**config.mk**
```make
export PLATFORM = sky130hd
export DESIGN_NAME = controlador_cafe_flat
export DESIGN_NICKNAME = d
export VERILOG_FILES = /design/src/rtl/controlador_cafe_if.sv /design/src/rtl/controlador_cafe.sv /design/src/flat_wrapper.sv
export SDC_FILE = /design/constraint.sdc
export NUM_CORES = 1
export LEC_CHECK = 0
export ABC_AREA = 0
export CAP_MARGIN = 20
export CORE_MARGIN = 2
export CORE_UTILIZATION = 30
export DETAILED_ROUTE_END_ITERATION = 6
export HOLD_SLACK_MARGIN = 0.08
export PLACE_DENSITY = 0.57
export SETUP_SLACK_MARGIN = 0.1
export SLEW_MARGIN = 10
export SYNTH_ARGS = -nofsm -noshare
export SYNTH_HDL_FRONTEND = slang
export SYNTH_SLANG_ARGS = --single-unit
export TNS_END_PERCENT = 100
```
**constraint.sdc**
```tcl
create_clock -name clk -period 4.9 [get_ports clk]
set_input_delay 0.49 -clock clk [delete_from_list [all_inputs] [get_ports clk]]
set_output_delay 0.49 -clock clk [all_outputs]
set_load 0.01 [all_outputs]
```
**src/rtl/controlador_cafe_if.sv**
```systemverilog
// Coin, request and display signals between the coffee machine front panel and the credit controller.
interface controlador_cafe_if;
  logic       moneda1;
  logic       moneda5;
  logic       pedir;
  logic [1:0] seleccion;
  logic       cancelar;
  logic [3:0] saldo;
  logic       servir;
  logic       cambio;
  logic       moneda_rechazada;
  logic       error_pedido;
  logic       ocupado;

  modport master (
    output moneda1, moneda5, pedir, seleccion, cancelar,
    input  saldo, servir, cambio, moneda_rechazada, error_pedido, ocupado
  );

  modport slave (
    input  moneda1, moneda5, pedir, seleccion, cancelar,
    output saldo, servir, cambio, moneda_rechazada, error_pedido, ocupado
  );
endinterface

```
**src/rtl/controlador_cafe.sv**
```systemverilog
// Credit controller: accumulates coins, validates drink requests, times the dispense
// strobe and pays back change one unit every other cycle. All outputs are registered.
module controlador_cafe #(
  parameter int unsigned PRECIO_0  = 3,
  parameter int unsigned PRECIO_1  = 5,
  parameter int unsigned PRECIO_2  = 7,
  parameter int unsigned SALDO_MAX = 15,
  parameter int unsigned T_SERVIR  = 8
) (
  input logic                clk,
  input logic                rst,
  controlador_cafe_if.slave  bus
);

  localparam int unsigned TW = $clog2(T_SERVIR) + 1;

  typedef enum logic [1:0] {
    REPOSO,
    ACUM,
    SERVIR,
    CAMBIO
  } estado_t;

  estado_t         state_q, state_d;
  logic [3:0]      saldo_q, saldo_d;
  logic [TW-1:0]   timer_q, timer_d;
  logic            fase_q, fase_d;
  logic            servir_q, servir_d;
  logic            cambio_q, cambio_d;
  logic            rech_q, rech_d;
  logic            err_q, err_d;
  logic            ocupado_q, ocupado_d;

  logic            moneda;
  logic            ambas;
  logic [4:0]      suma;
  logic [4:0]      precio;
  logic            sel_ok;

  // Arithmetic and compares are carried at 5 bits so overflow is visible before truncation.
  always_comb begin
    moneda = bus.moneda1 | bus.moneda5;
    ambas  = bus.moneda1 & bus.moneda5;
    suma   = {1'b0, saldo_q} + (bus.moneda5 ? 5'd5 : 5'd1);
    sel_ok = 1'b1;
    case (bus.seleccion)
      2'd0:    precio = 5'(PRECIO_0);
      2'd1:    precio = 5'(PRECIO_1);
      2'd2:    precio = 5'(PRECIO_2);
      default: begin
        precio = '0;
        sel_ok = 1'b0;
      end
    endcase
  end

  always_comb begin
    state_d  = state_q;
    saldo_d  = saldo_q;
    timer_d  = timer_q;
    fase_d   = fase_q;
    servir_d = 1'b0;
    cambio_d = 1'b0;
    rech_d   = 1'b0;
    err_d    = 1'b0;

    case (state_q)
      REPOSO, ACUM: begin
        if (state_q == ACUM && bus.cancelar) begin
          state_d = CAMBIO;
          fase_d  = 1'b1;
          rech_d  = moneda;
        end else if (bus.pedir) begin
          rech_d = moneda;
          if (!sel_ok || ({1'b0, saldo_q} < precio)) begin
            err_d = 1'b1;
          end else begin
            saldo_d  = saldo_q - precio[3:0];
            state_d  = SERVIR;
            timer_d  = TW'(T_SERVIR - 1);
            servir_d = 1'b1;
          end
        end else if (moneda) begin
          if (ambas || (suma > 5'(SALDO_MAX))) begin
            rech_d = 1'b1;
          end else begin
            saldo_d = suma[3:0];
            state_d = ACUM;
          end
        end
      end

      SERVIR: begin
        rech_d = moneda;
        if (timer_q == '0) begin
          state_d = (saldo_q != '0) ? CAMBIO : REPOSO;
          fase_d  = 1'b1;
        end else begin
          timer_d  = timer_q - 1'b1;
          servir_d = 1'b1;
        end
      end

      CAMBIO: begin
        rech_d = moneda;
        // fase_q high means the next cycle pays a unit; low is the gap cycle.
        if (saldo_q == '0) begin
          state_d = REPOSO;
          fase_d  = 1'b0;
        end else if (fase_q) begin
          cambio_d = 1'b1;
          saldo_d  = saldo_q - 4'd1;
          fase_d   = 1'b0;
        end else begin
          fase_d = 1'b1;
        end
      end

      default: state_d = REPOSO;
    endcase

    ocupado_d = (state_d == SERVIR) || (state_d == CAMBIO);
  end

  always_ff @(posedge clk) begin
    if (rst) begin
      state_q   <= REPOSO;
      saldo_q   <= '0;
      timer_q   <= '0;
      fase_q    <= 1'b0;
      servir_q  <= 1'b0;
      cambio_q  <= 1'b0;
      rech_q    <= 1'b0;
      err_q     <= 1'b0;
      ocupado_q <= 1'b0;
    end else begin
      state_q   <= state_d;
      saldo_q   <= saldo_d;
      timer_q   <= timer_d;
      fase_q    <= fase_d;
      servir_q  <= servir_d;
      cambio_q  <= cambio_d;
      rech_q    <= rech_d;
      err_q     <= err_d;
      ocupado_q <= ocupado_d;
    end
  end

  assign bus.saldo            = saldo_q;
  assign bus.servir           = servir_q;
  assign bus.cambio           = cambio_q;
  assign bus.moneda_rechazada = rech_q;
  assign bus.error_pedido     = err_q;
  assign bus.ocupado          = ocupado_q;

endmodule
```
**src/flat_wrapper.sv**
```systemverilog
// flat-port wrapper written by rule: the top's interface ports become plain ports
module controlador_cafe_flat 
#(
  parameter int unsigned PRECIO_0  = 3,
  parameter int unsigned PRECIO_1  = 5,
  parameter int unsigned PRECIO_2  = 7,
  parameter int unsigned SALDO_MAX = 15,
  parameter int unsigned T_SERVIR  = 8
)
  (clk, rst, bus_moneda1, bus_moneda5, bus_pedir, bus_seleccion, bus_cancelar, bus_saldo, bus_servir, bus_cambio, bus_moneda_rechazada, bus_error_pedido, bus_ocupado);
  controlador_cafe_if bus_i ();
  input logic clk;
  input logic rst;
  input wire logic [$bits(bus_i.moneda1)-1:0] bus_moneda1;
  input wire logic [$bits(bus_i.moneda5)-1:0] bus_moneda5;
  input wire logic [$bits(bus_i.pedir)-1:0] bus_pedir;
  input wire logic [$bits(bus_i.seleccion)-1:0] bus_seleccion;
  input wire logic [$bits(bus_i.cancelar)-1:0] bus_cancelar;
  output wire logic [$bits(bus_i.saldo)-1:0] bus_saldo;
  output wire logic [$bits(bus_i.servir)-1:0] bus_servir;
  output wire logic [$bits(bus_i.cambio)-1:0] bus_cambio;
  output wire logic [$bits(bus_i.moneda_rechazada)-1:0] bus_moneda_rechazada;
  output wire logic [$bits(bus_i.error_pedido)-1:0] bus_error_pedido;
  output wire logic [$bits(bus_i.ocupado)-1:0] bus_ocupado;
  assign bus_i.moneda1 = bus_moneda1;
  assign bus_i.moneda5 = bus_moneda5;
  assign bus_i.pedir = bus_pedir;
  assign bus_i.seleccion = bus_seleccion;
  assign bus_i.cancelar = bus_cancelar;
  assign bus_saldo = bus_i.saldo;
  assign bus_servir = bus_i.servir;
  assign bus_cambio = bus_i.cambio;
  assign bus_moneda_rechazada = bus_i.moneda_rechazada;
  assign bus_error_pedido = bus_i.error_pedido;
  assign bus_ocupado = bus_i.ocupado;
  controlador_cafe #(.PRECIO_0(PRECIO_0), .PRECIO_1(PRECIO_1), .PRECIO_2(PRECIO_2), .SALDO_MAX(SALDO_MAX), .T_SERVIR(T_SERVIR)) u_core (.clk(clk), .rst(rst), .bus(bus_i));
endmodule
```
==> results_dict.tcl <==
set metrics [dict create \
    status "finished clean" \
    die_y_um 64.9 \
    crit_family "compound AO/OA/AOI/OAI gates" \
    dpl.hpwl_mm 2.00 \
    routedWlPerCell_um 13.1 \
    seq_area_frac_synth_pct 28.8 \
    fin_worst_skew_ps 7.88 \
    cap_violations 0 \
    cts_tree "done" \
    place_area_um2 1300 \
    fmax_mhz 344 \
    grt_max_degree 15 \
    grt_pass1_wl_mm 4.48 \
    layout_common_cells "16 x clkdlybuf4s50_1, 16 x dfxtp_1, 11 x a21oi_1" \
    pre_cts_ws_ps 1720 \
    ir_worst_vdd_v 0.000195 \
    crit_path_top_delay_cell "clkdlybuf4s50_1" \
    area_growth_pct 20.6 \
    postCtsHoldBufs 0 \
    finalCriticalPeriod_ps 2910 \
    max_slew_margin_pct 66.8 \
    rr_endpoint "u_core.bus.saldo[1]" \
    setup_viol 0 \
    cts.sinks 16 \
    crit_type "in -> reg" \
    grt_overflow_total 0 \
    route.detailed.drc 0 \
    cp_num_buf_inv 3 \
    grt_use_total_pct 13.6 \
    htree_num_levels 1 \
    required_ps 5030 \
    gp_congestion 0.853 \
    die_x_um 64.9 \
    drive_gt1_share_pct 7.69 \
    ioPinCount 17 \
    synth_enable_flop_cells 0 \
    synth_cells 130 \
    clkTransAtPathRegs_ps 70 \
    yosys_warnings 0 \
    antenna_found_initial 0 \
    core_um2 3610 \
    finalMaxSlewViolations 0 \
    tns_ps 0 \
    dr_total_vias 964 \
    ys.flop_type "dfxtp_1" \
    end_kind "flop" \
    ant_nets 0 \
    whs_path_depth 2 \
    rsz0062_at_grt "no" \
    synthDistinctLibCells 44 \
    fp.dieArea_um2 4210 \
    finalWirelength_mm 2.49 \
    hold_viol 0 \
    synth_area_um2 1110 \
    viasPerCell 5.05 \
    hp-class "reg -> reg" \
    r2r_start "u_core.bus.saldo[0]" \
    min_from "u_core.timer_q[1]" \
    fin_ws_ps 1990 \
    hold_end "u_core.timer_q[1]" \
    num_rows 22 \
    synthArstFlopShare_pct 0 \
    post-route-period-util_pct 59.4 \
    synth.avg_cell_area_um2 8.55 \
    crit_chain "clkdlybuf4s50_1 -> ha_1 -> inv_1 -> ha_1 -> inv_1 -> fa_1 -> a211o_1 -> a21o_1 -> o221ai_2 -> mux2i_1 -> nor2_1" \
    root_buffer "clkbuf_8" \
    arrival_ps 3040 \
    port_buffers 16 \
    rrSetupSlack_ps 2460 \
    cpPeakStageDelay_ps 480 \
    diodes 0 \
    crit_fanout 7 \
    rr_worst_depth 9 \
    synth_top_area_cell "dfxtp_1" \
    ys_seq_elements 16 \
    grt_pass1_vias 1023 \
    p_per_area_nw_per_um2 624 \
    power.leakage_nw 0.539 \
    nNetsFinal 163 \
    drt_iter0_drc 31 \
    cts_buffer_depth 2 \
    clk_latency_ps 250 \
    drt-pass1-iter-count 4 \
    final_area_um2 1340 \
    cts_resized 0 \
    start_util_pct 30.8 \
    worst_slew_pin_slew_ps 497 \
    critPathLaunchType "input port" \
    fin_util_pct 37.2 \
    yosys.area.top_type_share_pct 28.8 \
    cts_setup_buffers 0 \
    cts-buffers-inserted 3 \
    synthTopCellsByArea "dfxtp_1 29%, ha_1 10%, a21oi_1 5.0%, nand2_1 3.4%, nor2_1 3.4%" \
    syn_nets 148 \
]
state kept, by name, indices dropped and copies added (netlist names):
register,count
u_core.bus.moneda_rechazada,1
u_core.bus.ocupado,1
u_core.bus.cambio,1
u_core.state_q,2
u_core.bus.servir,1
u_core.bus.error_pedido,1
u_core.bus.saldo,4
u_core.fase_q,1
u_core.timer_q,4
layer usage:
layer,vias to the layer above,GRT usage (%),routed length (µm)
li1,491,-,-
met2,18,24.4,1300
met1,455,16.2,1140
met4,0,3.99,0
met3,0,2.60,55
met5,-,0,0
where the power goes:
| group | switching, mW | total, mW | internal, mW |
|---|---|---|---|
| clock network | 0.0435 | 0.0980 | 0.0544 |
| registers | 0.0828 | 0.262 | 0.180 |
| logic | 0.241 | 0.475 | 0.234 |
through the flow:
step / power [mW] / hold WS [ps] / instances
floorplan: 0.605 / 440 / 130
global placement: 0.732 / 451 / 188
detailed placement: 0.742 / 467 / 188
CTS: 0.844 / 476 / 191
global route: 0.917 / 499 / 191
finish: 0.836 / 475 / 191
how the worst max path moves through the flow:
stage / startpoint / to / slack, ps / cells past startpoint
final: bus_seleccion[0] / u_core.bus.saldo[1] / 1990 / 11
after global routing: bus_seleccion[0] / u_core.bus.saldo[1] / 1850 / 11
after CTS: bus_seleccion[0] / u_core.bus.saldo[1] / 1980 / 11
after detailed placement: bus_seleccion[0] / u_core.bus.saldo[1] / 1720 / 11
after global placement: bus_seleccion[0] / u_core.bus.saldo[1] / 1830 / 11
after floorplan: bus_seleccion[0] / u_core.bus.saldo[1] / 2450 / 10
Yosys cell counts, types with 3 or more instances:
master    number
nand3_1        3
nor3b_1        3
inv_1          9
nor2_1        10
a21oi_1       11
nand2_1       10
ha_1           9
clkbuf_1       3
nor2b_1        4
a21o_1         3
o211ai_1       3
dfxtp_1       16
o21ai_0        6
xnor2_1        3
cell type report:
class / instances / area (µm²)
Tap cell: 48 / 60.1
Sequential cell: 16 / 320
Multi-Input combinational cell: 99 / 724
Timing Repair Buffer: 16 / 160
Inverter: 9 / 33.8
Fill cell: 376 / 2270
Clock buffer: 3 / 41.3
kinds of logic after synthesis:
family | after synthesis | share of synthesized area [%]
adder cells (fa/ha/maj) | 10 | 11.9
AO/OA/AOI/OAI | 40 | 27.1
buffers and inverters | 15 | 5.97
XOR/XNOR | 6 | 5.41
AND/OR/NAND/NOR | 41 | 18.9
flip-flops | 16 | 28.8
multiplexers | 2 | 1.80
worst min-delay path, cell delays in order, from the launching register on:
cell,delay (ps)
dfxtp_1,320
nand2_1,60
a21oi_1,50
Note: power is estimated with default switching activity, not from simulation.
